`config.mk`:
```
export PLATFORM = sky130hd
export DESIGN_NAME = clock_divider_multi
export DESIGN_NICKNAME = d
export VERILOG_FILES = /design/src/rtl/clock_divider_multi.sv
export SDC_FILE = /design/constraint.sdc
export NUM_CORES = 1
export LEC_CHECK = 0
export CORE_MARGIN = 4
export CORE_UTILIZATION = 64
export DETAILED_ROUTE_END_ITERATION = 12
export PLACE_DENSITY = 0.81
export SYNTH_ARGS = -nofsm -noshare
export SYNTH_HDL_FRONTEND = slang
export SYNTH_SLANG_ARGS = --single-unit
```
`constraint.sdc`:
```
create_clock -name clk -period 2.5 [get_ports clk]
set_input_delay 0.25 -clock clk [delete_from_list [all_inputs] [get_ports clk]]
set_output_delay 0.25 -clock clk [all_outputs]
set_load 0.02 [all_outputs]
```
`src/rtl/clock_divider_multi.sv`:
```
// Multi-channel programmable clock divider: per-channel half-period register,
// enable, registered square-wave output and a tick strobe on every output edge.
module clock_divider_multi #(
   parameter int unsigned NUM_CH      = 4,
   parameter int unsigned CNT_W       = 18,
   parameter int unsigned DEFAULT_DIV = 100000
) (
   input  logic              clk,
   input  logic              reset,
   input  logic [NUM_CH-1:0] en,
   input  logic              sync,
   input  logic              cfg_we,
   input  logic [3:0]        cfg_ch,
   input  logic [CNT_W-1:0]  cfg_div,
   output logic [NUM_CH-1:0] clk_out,
   output logic [NUM_CH-1:0] tick
);

   localparam int unsigned CH_IDX_W = 4;
   localparam logic [CNT_W-1:0] RESET_DIV = CNT_W'(DEFAULT_DIV);

   for (genvar i = 0; i < NUM_CH; i++) begin : g_ch
      logic [CNT_W-1:0] cnt_q;
      logic [CNT_W-1:0] div_q;
      logic             out_q;
      logic             tick_q;
      logic             wr_hit_c;
      logic             terminal_c;

      // Out-of-range channel indices never match, so such writes are dropped.
      assign wr_hit_c   = cfg_we && (cfg_ch == CH_IDX_W'(i));
      assign terminal_c = (cnt_q == div_q);

      // Priority: reset, sync, config write, enable gating, counting.
      always_ff @(posedge clk) begin
         if (!reset) begin
            cnt_q  <= '0;
            div_q  <= RESET_DIV;
            out_q  <= 1'b0;
            tick_q <= 1'b0;
         end else begin
            tick_q <= 1'b0;
            if (wr_hit_c) begin
               div_q <= cfg_div;
            end
            if (sync) begin
               cnt_q <= '0;
               out_q <= 1'b0;
            end else if (wr_hit_c) begin
               cnt_q <= '0;
            end else if (en[i]) begin
               if (terminal_c) begin
                  cnt_q  <= '0;
                  out_q  <= ~out_q;
                  tick_q <= 1'b1;
               end else begin
                  cnt_q <= cnt_q + CNT_W'(1);
               end
            end
         end
      end

      assign clk_out[i] = out_q;
      assign tick[i]    = tick_q;
   end

endmodule

```
**Word-level counts from Yosys, hierarchy flattened**

Index checks and enable logic that the tools add are counted.

- Equality and inequality tests: 7
- Add/subtract/negate cells: 4
- Mux-type cells: 8
- Reduce and logical (&&, ||, !) cells: 18
- Bitwise operators: 13

Operators by type and width:

| kind | count |
|---|---|
| 18-bit by 1-bit adder with 18-bit output (second input constant) | 4 |
| 18-bit equality test | 4 |
| 18-bit two-way mux | 4 |
| 4-bit OR reduction | 4 |
| 1-bit inverter | 13 |
| 3-bit AND reduction | 4 |
| 3-bit OR reduction | 4 |
| 4-bit by 2-bit equality test with 1-bit output (second input constant) | 2 |
| 4-bit by 1-bit equality test with 1-bit output (second input constant) | 1 |
| 1-bit logical AND | 4 |
| 4-bit logical NOT | 1 |
| 1-bit two-way mux | 4 |
| 2-bit OR reduction | 1 |

- Flip-flop bits (word level): 152
- Bits of input ports: 30
- Logic and storage cells: 66
- Output and inout bits: 8

**Logic depth before layout (Yosys ltp)**

- Depth after elaboration: 4
- Depth in mapped cells: 8
- Gate-level depth less buffers: 6

**Worst setup path after synthesis**

OpenSTA, ideal clock, no wires.

- Path type: reg-to-reg
- From: register g_ch[3].cnt_q[3]
- To: register g_ch[3].cnt_q[10]
- Required time: 2.385 ns
- Path slack: 0.982 ns
- Library setup time: 0.115 ns
- Period minus slack after synthesis: 1.518 ns
- Stages on the path, launching flop included: 9
- Buffers on the path: 3
- Arrival time: 1.403 ns
- Path through: dfxtp_1 > buf_6 > xnor2_1 > nand4_1 > nor3_1 > a211o_1 > buf_6 > buf_8 > nor2_1

- Longest elaborated chain between the ends: 2
- Elaborated cells on any way between the ends: 3

RTL lines:

| what | line | text |
|---|---|---|
| from (decl) | 23 | `logic [CNT_W-1:0] cnt_q;` |
| from (signal assigned) | 57 | `cnt_q <= cnt_q + CNT_W'(1);` |
| 18-bit by 1-bit adder with 18-bit output or 18-bit equality test (tied branches) | 57, 32 |  |
| 18-bit two-way mux (*) | 52 | `if (terminal_c) begin` |

Every way passes the cells marked *; elsewhere a longest branch is shown, timed or not.
A chain may end at the register's enable or synchronous reset.

**Final worst setup path**

- From: register g_ch[3].out_q
- To: output port clk_out[3]

RTL lines:

| what | line | text |
|---|---|---|
| from (decl) | 25 | `logic out_q;` |
| from (signal assigned) | 54 | `out_q <= ~out_q;` |
| to (decl) | 15 | `output logic [NUM_CH-1:0] clk_out,` |

No word-level cell between the ends.

==> flow_metrics.tcl <==
set metrics [dict create \
    final_common_cell "nand2_1" \
    drtIter0Drc 327 \
    rsz0062_at_grt "no" \
    start_util_pct 66.80 \
    drive_gt1_share_pct 6.345 \
    crit_required_ns 2.25 \
    critPathKind "reg -> out" \
    synth-edff-count 0 \
    synthTopCellsByArea "dfxtp_1, xnor2_1, nand2_1, a21boi_0, xor2_1" \
    maxSlewViolCount 0 \
    netSwitchingFraction_pct 21.79 \
    numCtsBuffers 17 \
    fin_crit_sh_pct 73.40 \
    die_h_um 112.5 \
    hold_path.class "in -> reg" \
    status "finished clean" \
    yosysTopAreaCell "dfxtp_1" \
    utilization_pct 75.75 \
    insertion_delay_ns 0.54 \
    switchingPower_mw 1.155 \
    setup_violations 0 \
    synth.mux.area_fraction_pct 0.7161 \
    worst_slew_pin_slew_ns 0.7131 \
    powerDensity_mw_per_mm2 668.6 \
    antenna_found_initial 0 \
    wl_per_cell_um 16.33 \
    fin_setup_tns_ns 0 \
    synth_cell_types 33 \
    worst-path-buf-inv 1 \
    fmax_ghz 0.5450 \
    drc 0 \
    path_delay_family "buffers and inverters" \
    layout_common_cells "nand2_1, dfxtp_1, xnor2_1" \
    io_pins 38 \
    cts.repair.resized 0 \
    period_needed_ns 1.835 \
    layout.nets 872 \
    power_mw 5.299 \
    syn_to_final_growth_pct 13.39 \
    cellLeakagePower_nw 2.695 \
    cts-root-buf "clkbuf_8" \
    netlist_area_sq_mm 0.006989 \
    synth-xor-area-share_pct 17.42 \
    pwr-share-seq_pct 46.6 \
    grt_pass1_wl_mm 27.11 \
    path_cells "clkdlybuf4s50_1" \
    worstPathArrival_ns 1.59 \
    hold_viol 0 \
    slowest_stage "clkdlybuf4s50_1" \
    grt_max_degree 73 \
    synth_area_per_cell_sq_um 8.534 \
    post-dp-hpwl_mm 11.33 \
    dieArea_sq_mm 0.01266 \
    synth_top_family_by_area "simple AND/OR/NAND/NOR gates" \
    maxCapViolations 0 \
    synth-async-reset-ratio_pct 0 \
    yosys.area_share.simple_pct 26.46 \
    cts_sinks 152 \
    cts_hold_buf 0 \
    p_comb_share_pct 4.3 \
    syn_nets 853 \
    reg2reg_slack_ns 0.69 \
    vdd_ir_drop_max_uv 891.0 \
    drt_first_pass_iters 5 \
    synth.top_cell.area_share_pct 43.54 \
    synthAdderAreaFrac_pct 0.7161 \
    grt.overflow.total 0 \
    cp-end-kind "output port" \
    ys_ff_latch 152 \
    p_clk_share_pct 49.1 \
    io_buffers 37 \
    finClkSkew_ns 0.006603 \
    yosys_warnings 0 \
    htree_levels 4 \
    final.setup.worst_slack_ns 0.6650 \
    num_vias 5590 \
    clk_pin_slew_worst_paths_ns 0.06 \
    antenna_cells 0 \
    final_antenna_net_count 0 \
    postSynthCellCount 819 \
    maxSlewHeadroom_pct 52.46 \
    slowest_delay_ns 0.64 \
    grt_pass1_vias 5615 \
    path_max_fanout 3 \
    via_per_inst 5.664 \
    worst_setup_path_start_kind "flip-flop" \
    clock_path_buffers 2 \
    core_area_sq_mm 0.01046 \
    die_x_um 112.5 \
    post-cts-setup-buffers 0 \
    dp_slack_ns 0.4183 \
    internal_power_mw 4.144 \
    rows 37 \
    synth_ff_type "dfxtp_1" \
    synth-compound-area-share_pct 6.498 \
    ys_seq_area_share_pct 43.54 \
    gp_congestion 0.8640 \
    hold_ws_ns 0.2425 \
    wl_mm 16.12 \
    cts_tree "yes" \
    track_usage_pct 26.57 \
]
[area by class of cell]
cell class | instances | area (sq um)
clock buffer | 21 | 459.2
clock inverter | 11 | 146.4
fill | 771 | 2537
inverter | 6 | 22.52
multi-input combinational | 611 | 3621
sequential | 152 | 3043
tap | 136 | 170.2
timing repair buffer | 50 | 462.9
[power groups by stage]
| stage | clock network (mW) | logic, mW | registers [mW] |
|---|---|---|---|
| 2_1_floorplan | 0 | 0.132 | 2.51 |
| 3_3_place_gp | 0 | 0.219 | 2.52 |
| 3_5_place_dp | 0 | 0.224 | 2.52 |
| 4_1_cts | 2.63 | 0.226 | 2.47 |
| 5_1_grt | 2.74 | 0.247 | 2.47 |
| 6_report | 2.60 | 0.230 | 2.47 |
[path summary, 6_finish.rpt]
kind | start | to | cells past startpoint
setup / recovery | g_ch[3].out_q | clk_out[3] | 1
hold / removal | reset | g_ch[1].out_q | 4
setup reg to reg | g_ch[2].cnt_q[1] | g_ch[2].cnt_q[14] | 6
hold reg to reg | g_ch[1].div_q[2] | g_ch[1].div_q[2] | 2
[logic make-up after synthesis]
group                      Yosys count
xor gates and xnor gates           139
buffers and inverters               56
adders and majority gates            4
DFF                                152
muxes                                5
AOI/OAI and AO/OA                   60
and+or+nand+nor                    403
[registers in the layout, indices dropped and copies added (netlist names)]
signal / count
g_ch.tick_q: 4
g_ch.out_q: 4
g_ch.cnt_q: 72
g_ch.div_q: 72
[per-layer routing]
layer / share of wire [%] / global-route usage, % / wire (um) / vias up
li1: - / - / - / 2730
met1: 42 / 33.15 / 6835 / 2666
met2: 49 / 44.66 / 7939 / 161
met3: 6.4 / 7.224 / 1028 / 33
met4: 1.9 / 8.734 / 312 / 0
met5: 0 / 0 / 0 / -
[through the flow]
stage | area [sq um] | cells
after global placement | 7320 | 955
after detailed placement | 7320 | 955
final | 7925 | 987
after global routing | 7925 | 987
after floorplan | 6989 | 819
after CTS | 7925 | 987
[cells in the mapped netlist (6+ instances only)]
library cell and count:
a21boi_0 48, and3_1 6, and4_1 8, buf_2 13, buf_4 13, clkbuf_1 17, dfxtp_1 152, inv_1 6
nand2_1 176, nand3_1 52, nand4_1 32, nor2_1 90, nor3_1 12, xnor2_1 98, xor2_1 41
Note: power is estimated with default switching activity, not from simulation.
